[src/rtl/noc_output_arbiter.sv]
`default_nettype none
// ============================================================================
// Module      : noc_output_arbiter
// Description : Router output port. Round-robin arbitration into two
//               single-entry VC buffers, driven onto the link by phase.
// Revision    : 1.0 - initial release
// ============================================================================
module noc_output_arbiter #(
  parameter int NREQ = 5,
  parameter int DW   = 64
) (
  input  logic                 clk,
  input  logic                 reset,
  input  logic                 polarity,
  input  logic [NREQ-1:0]      req,
  input  logic [NREQ*DW-1:0]   data_in,
  output logic [NREQ-1:0]      gnt,
  input  logic                 ri,
  output logic                 so,
  output logic [DW-1:0]        dout,   // link packet data ("do" is a reserved word)
  output logic [15:0]          pkt_count
);

  localparam int PW = (NREQ > 1) ? $clog2(NREQ) : 1;

  logic [1:0]          full_q, full_d;
  logic [DW-1:0]       buf_q [2];
  logic [DW-1:0]       buf_d [2];
  logic [PW-1:0]       ptr_q [2];
  logic [PW-1:0]       ptr_d [2];
  logic [15:0]         cnt_q, cnt_d;

  logic [DW-1:0]       data_slice [NREQ];
  logic [NREQ-1:0]     elig;
  logic                grant_valid;
  logic [PW-1:0]       grant_idx;
  logic [PW:0]         search_sum;
  logic [PW-1:0]       search_idx;
  logic                link_vc;

  assign link_vc = ~polarity;

  generate
    for (genvar i = 0; i < NREQ; i++) begin : g_req
      assign data_slice[i] = data_in[i*DW +: DW];
      assign elig[i] = req[i] & (data_in[i*DW + DW - 1] == polarity)
                     & ~full_q[polarity] & ~reset;
    end
  endgenerate

  // Round-robin search starting at the pointer of the internal-phase VC.
  always_comb begin
    grant_valid = 1'b0;
    grant_idx   = '0;
    search_sum  = '0;
    search_idx  = '0;
    for (int off = 0; off < NREQ; off++) begin
      search_sum = {1'b0, ptr_q[polarity]} + (PW+1)'(off);
      if (search_sum >= (PW+1)'(NREQ)) begin
        search_sum = search_sum - (PW+1)'(NREQ);
      end
      search_idx = search_sum[PW-1:0];
      if (!grant_valid && elig[search_idx]) begin
        grant_valid = 1'b1;
        grant_idx   = search_idx;
      end
    end
    gnt = grant_valid ? (NREQ'(1) << grant_idx) : '0;
  end

  assign so   = ri & full_q[link_vc] & ~reset;
  assign dout = so ? buf_q[link_vc] : '0;
  assign pkt_count = cnt_q;

  // Load and send always target different VCs, so both may apply at once.
  always_comb begin
    full_d = full_q;
    buf_d  = buf_q;
    ptr_d  = ptr_q;
    cnt_d  = cnt_q;
    if (grant_valid) begin
      full_d[polarity] = 1'b1;
      buf_d[polarity]  = data_slice[grant_idx];
      ptr_d[polarity]  = (grant_idx == PW'(NREQ - 1)) ? '0 : grant_idx + PW'(1);
    end
    if (so) begin
      full_d[link_vc] = 1'b0;
      cnt_d           = cnt_q + 16'd1;
    end
  end

  always_ff @(posedge clk) begin
    if (reset) begin
      full_q   <= '0;
      buf_q[0] <= '0;
      buf_q[1] <= '0;
      ptr_q[0] <= '0;
      ptr_q[1] <= '0;
      cnt_q    <= '0;
    end else begin
      full_q   <= full_d;
      buf_q[0] <= buf_d[0];
      buf_q[1] <= buf_d[1];
      ptr_q[0] <= ptr_d[0];
      ptr_q[1] <= ptr_d[1];
      cnt_q    <= cnt_d;
    end
  end

endmodule
`default_nettype wire

[config.mk]
export PLATFORM = sky130hd
export DESIGN_NAME = noc_output_arbiter
export DESIGN_NICKNAME = d
export VERILOG_FILES = /design/src/rtl/noc_output_arbiter.sv
export SDC_FILE = /design/constraint.sdc
export NUM_CORES = 1
export LEC_CHECK = 0
export ABC_CLOCK_PERIOD_IN_PS = 5900
export CORE_MARGIN = 2
export CORE_UTILIZATION = 40
export CTS_CLUSTER_DIAMETER = 30
export DETAILED_ROUTE_END_ITERATION = 7
export GPL_ROUTABILITY_DRIVEN = 0
export PLACE_DENSITY = 0.78
export SLEW_MARGIN = 5
export SYNTH_ARGS = -nofsm -noshare
export SYNTH_HDL_FRONTEND = slang
export SYNTH_SLANG_ARGS = --single-unit
[constraint.sdc]
create_clock -name clk -period 5.9 [get_ports clk]
set_input_delay 1.18 -clock clk [delete_from_list [all_inputs] [get_ports clk]]
set_output_delay 1.18 -clock clk [all_outputs]
set_load 0.01 [all_outputs]
# Word-level counts from Yosys, hierarchy flattened
# Cells that the tools add are included.
totals:
  register_bits: 152
  out_inout_bits: 86
  wordCells: 132
op_classes:
  n_addsub: 11
  magnitude_cmp: 18
  n_eq_ne: 6
  n_shift: 1
  mux: 53
  bitwise: 26
  n_reduce_logical: 11
ops:
  columns: ["op", "count"]
  rows:
  - ["$mux W64", 7]
  - ["$bmux W64 S3", 1]
  - ["$bwmux W128", 1]
  - ["$demux W64 S1", 1]
  - ["$mux W3", 15]
  - ["$lt A3 B4 Y1 const B", 5]
  - ["$and A1 B1 Y1", 17]
  - ["$add A16 B1 Y16 const B", 1]
  - ["$ge A4 B3 Y1 const B", 4]
  - ["$mux W1", 16]
  - ["$bmux W1 S3", 5]
  - ["$sub A3 B3 Y3 const B", 5]
  - ["$add A3 B2 Y4 const B", 2]
  - ["$logic_and A1 B1 Y1", 7]
  - ["$bwmux W6", 1]
  - ["$eq A1 B1 Y1", 5]
  - ["$mux W5", 1]
  - ["$shl A1 B3 Y5 const A", 1]
  - ["$add A3 B1 Y4 const B", 1]
  - ["$add A3 B3 Y4 const B", 1]
  - ["$ge A2 B2 Y1 const B", 2]
  - ["$ge A4 B4 Y1 const B", 1]
  - ["$logic_not A1 Y1", 4]
  - ["$lt A1 B2 Y1 const B", 2]
  - ["other kinds (14)", 20]

# Longest topological paths before layout
logic_depth:
  word_depth: 26
  ltp_mapped: 23

# Worst setup path before layout
# Ideal clock, no wire load.
synth_timing:
  path_kind: "input port to output port"
  startpoint: "input polarity"
  endpoint: "output gnt[3]"
  arrival_time_ns: 4.849
  required_time_ns: 4.720
  path_slack_ns: -0.129
  stages: 16
  n_path_buf: 4
  path_cell_list: "buf_6 -> mux2i_4 -> clkbuf_1 -> ha_1 -> clkbuf_1 -> nor3_1 -> nor2_1 -> o211a_1 -> or3_1 -> nand3b_1 -> a31o_1 -> a21oi_2 -> clkbuf_1 -> ha_1 -> ha_1 -> and2_1"
synth_between:
  elab_chain_len: 23
  word_cells_on_any_way: 76
  cone_classes: "add/sub: 9; order compare: 5; eq/ne: 5; shift: 1; mux: 31; bitwise: 17; reduce/logical: 8"
synth_lines:
  columns: ["element", "line_no", "text"]
  rows:
  - ["start, declared", "14", "input logic polarity,"]
  - ["parallel branches: the longest is 22 deep, another holds $add A3 B1 Y4", null, null]
  - ["$mux W5 (*)", "68", "gnt = grant_valid ? (NREQ'(1) << grant_idx) : '0;"]
  - ["end, declared", "17", "output logic [NREQ-1:0] gnt,"]
# Mark *: on every way between the ends. The select of a mux whose other input is x is not followed.

# Worst setup path in the final report
layout_timing:
  startpoint: "input polarity"
  endpoint: "output gnt[1]"
# The elaborated chain is that of the path after synthesis.

==> summary.md <==
| Metric | Value |
|---|---|
| Comb power frac | 0.756 |
| Initial antenna violation count | 0 |
| CP required | around 4.7 ns |
| First-iteration detailed-routing DRC count | around 760 |
| Hold path cells | 1 |
| Num ports | 415 |
| YS warnings | 0 |
| Layout area overhead | 50.5% |
| Filler Cell Count | 2,266 |
| Mapped cell area | 10,400 um2 |
| Nature of the critical path startpoint | primary input |
| Core area | approximately 26,000 um2 |
| Worst min path class | reg2reg |
| FMAX | about 170 MHz |
| Critical path arrival | 4.54 ns |
| VDD IR-drop max | 1.01 mV |
| Pwr Density | 745 nW/um2 |
| Simple-gate share of the synthesized area | 0.170 |
| Yosys top cell by area | dfxtp_1 |
| EDFF count, synth | 0 |
| Starting Density | 0.404 |
| Post-route ant nets | 0 |
| Fin util | 0.608 |
| Sw Pwr | between 6 and 7 mW |
| Sequential share of power | 0.150 |
| Post-route insts no fill | 1,967 |
| Vias in the first global route | a little over 10,000 |
| Row cnt | 59 |
| Seq cells post-synth | about 150 |
| Main combinational cell family by area after synthesis | compound AO/OA/AOI/OAI gates |
| Critical path type | in2out |
| Total power | roughly 12 mW |
| Inst Count DP | 1,932 |
| Static Leak | roughly 5.8 nW |
| Pin count of the biggest net entering global routing | 83 |
| Relative slew slack | 0.365 |
| DIE WIDTH | roughly 170 um |
| Tightest Pin Transition | 0.953 ns |
| First-pass GRT wire length | 54,000 um |
| Cts hold-fix bufs | 0 |
| Final Max Slew Viols | 0 |
| Dpl hpwl | 26,900 um |
| Grt total ovfl | 0 |
| ANT cells | 0 |
| Total negative slack | 0 ns |
| Status | complete, no violations |
| Min cycle time layout | 5.72 ns |
| Post-Syn Nets | ~1,600 |
| Endpoint type of the worst setup path | output port |
| Cell count after synthesis | 1,217 |
| Detailed-route wire length per cell | 18.2 um |
| Post-synthesis adder-cell area fraction | 0.0168 |
| Async S/R FF share, synth | 0 |
| XOR/XNOR share of the synthesized area | 0.0101 |
| Hold Path Sink | buf_q[127] |
| Post-synthesis cell type count | a little under 80 |
| Clk sinks | roughly 150 |
| Maximum fanout along the worst path | 12 |
| Layout cells sized above 1 | 0.121 |
| Die Y | 166 um |
| 1st-pass router iterations | 5 |
| WL final | 35,800 um |
| Total Routing Usage GR | 0.250 |
| Die area | 27,400 um2 |
| Final Skew | 0.0137 ns |
| Buffers added on ports | 414 |
| R2R Path Start | ptr_q[3] |
| Worst r2r path cells | 16 |
| Final nets | roughly 2,000 |
| Sequential area share after synthesis | 0.292 |
| Via count | between 10,000 and 15,000 |
| Post-synth top area share | 0.292 |
| Clock Latency Late Sink | 0.42 ns |
| Footprint of the multi-input gates | between 6000 and 7000 um2 |
| RSZ-0062 raised after global routing | no |
| Ranking of synthesized cells by area | dfxtp_1, a311oi_1, mux2_1 |
| H-tree levels | 4 |
| Fin crit share | 0.970 |
| Sequential cell area | roughly 3000 um2 |
| Fin Hold WS | 0.476 ns |
| Internal reg-to-reg setup slack | 1.12 ns |
| CTS Root Cell | clkbuf_16 |
| Clk pwr share | 0.093 |
| Hold Violations, Final | 0 |
| Worst-path clk slew | 0.07 ns |
| Switching share of power | 0.519 |
| Area fraction in compound gates after synthesis | 0.240 |
| Multiplexer share of the synthesized area | 0.208 |
| TritonCTS Buffers | 17 |
| Ys flop type | dfxtp_1 |
| CTS tree | yes |
| Avg Inst Size Synth | 8.58 um2 |
| Reg2reg end | buf_q[103] |
| Max Cap Violations | 0 |
| Final setup vio count | 0 |
| Hold path start | buf_q[127] |
| CTS max path bufs | 2 |
| Internal power | roughly 5.6 mW |
| Residual DRC | 0 |
| Routed vias/inst | 5.56 |
[cell type report]
class | instances | area share
clock buffers | 17 | 0.0271
clock inverters | 15 | 0.0109
inverters | 13 | 0.00311
multi-input cells | 941 | 0.433
flip-flops and latches | 152 | 0.194
well taps | 335 | 0.0267
repair buffers | 494 | 0.305
[logic make-up (layout without fill, tap and decap cells)]
| group | Yosys count | after routing |
|---|---|---|
| muxes | 198 | 198 |
| xor gates and xnor gates | 12 | 12 |
| buffers and inverters | 124 | 539 |
| AOI/OAI and AO/OA | 319 | 319 |
| and+or+nand+nor | 398 | 398 |
| adders and majority gates | 14 | 14 |
| DFF | 152 | 152 |
[layer usage]
layer	share of wire	GRT usage	routed length [um]
met5	0	0	0
met4	0.031	0.0874	1120
met3	0.051	0.0402	1830
met2	0.51	0.437	18100
met1	0.41	0.312	14700
[flip-flops by register name (all words and copies together), names as in the netlist]
name	flops
ptr_q	6
buf_q	128
full_q	2
pkt_count	16
[cell usage after synthesis, drive strengths merged, types with 4 or more instances]
master,count
a211oi,14
a21boi,4
a21o,4
a21oi,36
a22oi,63
a311oi,127
and2,6
and3,5
and3b,5
buf,64
clkbuf,47
dfxtp,152
ha,14
inv,12
mux2,127
mux2i,71
nand2,87
nand2b,9
nand3,9
nand3b,7
nand4,7
nor2,222
nor2b,9
nor3,12
nor3b,4
o211ai,12
o21ai,22
o22ai,5
or3,11
xor2,10
[per-stage QoR]
step | setup slack [ns] | cell area [um2]
6_report | 0.179 | 15700
5_1_grt | 0.0128 | 15700
4_1_cts | 0.00232 | 15700
3_5_place_dp | -0.234 | 15000
3_3_place_gp | -0.122 | 15000
2_1_floorplan | 0.0546 | 10400
[repair_timing]
item	4_1_cts	5_1_grt
gates resized for setup	13	15
endpoints found under the setup margin	5	5
buffers inserted	0	3
pin swaps	3	7
[worst max-delay path by stage]
stage                        start     end  slack (ns)  cells after the start
after floorplan           polarity  gnt[3]        0.05                     19
after global placement    polarity  gnt[4]       -0.12                     16
after detailed placement  polarity  gnt[4]       -0.23                     17
after CTS                 polarity  gnt[2]       0.002                     17
after global routing      polarity  gnt[1]        0.01                     18
final                     polarity  gnt[1]        0.18                     18
[critical path: stages]
cell           delay, ns
buf_4               0.15
mux2i_4             0.21
buf_4               0.20
ha_1                0.21
nand2b_1            0.19
a21o_1              0.21
buf_4               0.15
o211ai_1            0.23
a311oi_2            0.15
a311o_1             0.39
or3_4               0.37
nand2b_4            0.11
a21oi_4             0.07
inv_1               0.08
buf_4               0.10
ha_1                0.11
and2_1              0.13
dlygate4sd2_1       0.29
[placed cells by master, fill, tap and decap left out, types with 10 or more instances in the layout]
cell type	count
mux2_1	86
o21ai_0	16
o211ai_1	12
a22oi_1	62
dfxtp_1	152
mux2i_1	68
mux2_2	41
clkdlybuf4s50_1	407
nor2_1	221
buf_4	77
clkbuf_16	17
nand2_1	87
a311oi_1	125
a21oi_1	31
xor2_1	10
a211oi_1	11
[power by group through the flow]
stage / combinational (mW) / clock (mW) / sequential (mW)
2_1_floorplan: 6.60 / 0 / 1.71
4_1_cts: 8.76 / 1.11 / 1.76
3_5_place_dp: 8.73 / 0 / 1.78
3_3_place_gp: 8.57 / 0 / 1.75
5_1_grt: 9.74 / 1.15 / 1.81
6_report: 8.85 / 1.09 / 1.76
No activity file was read; power rests on OpenSTA's default activity.
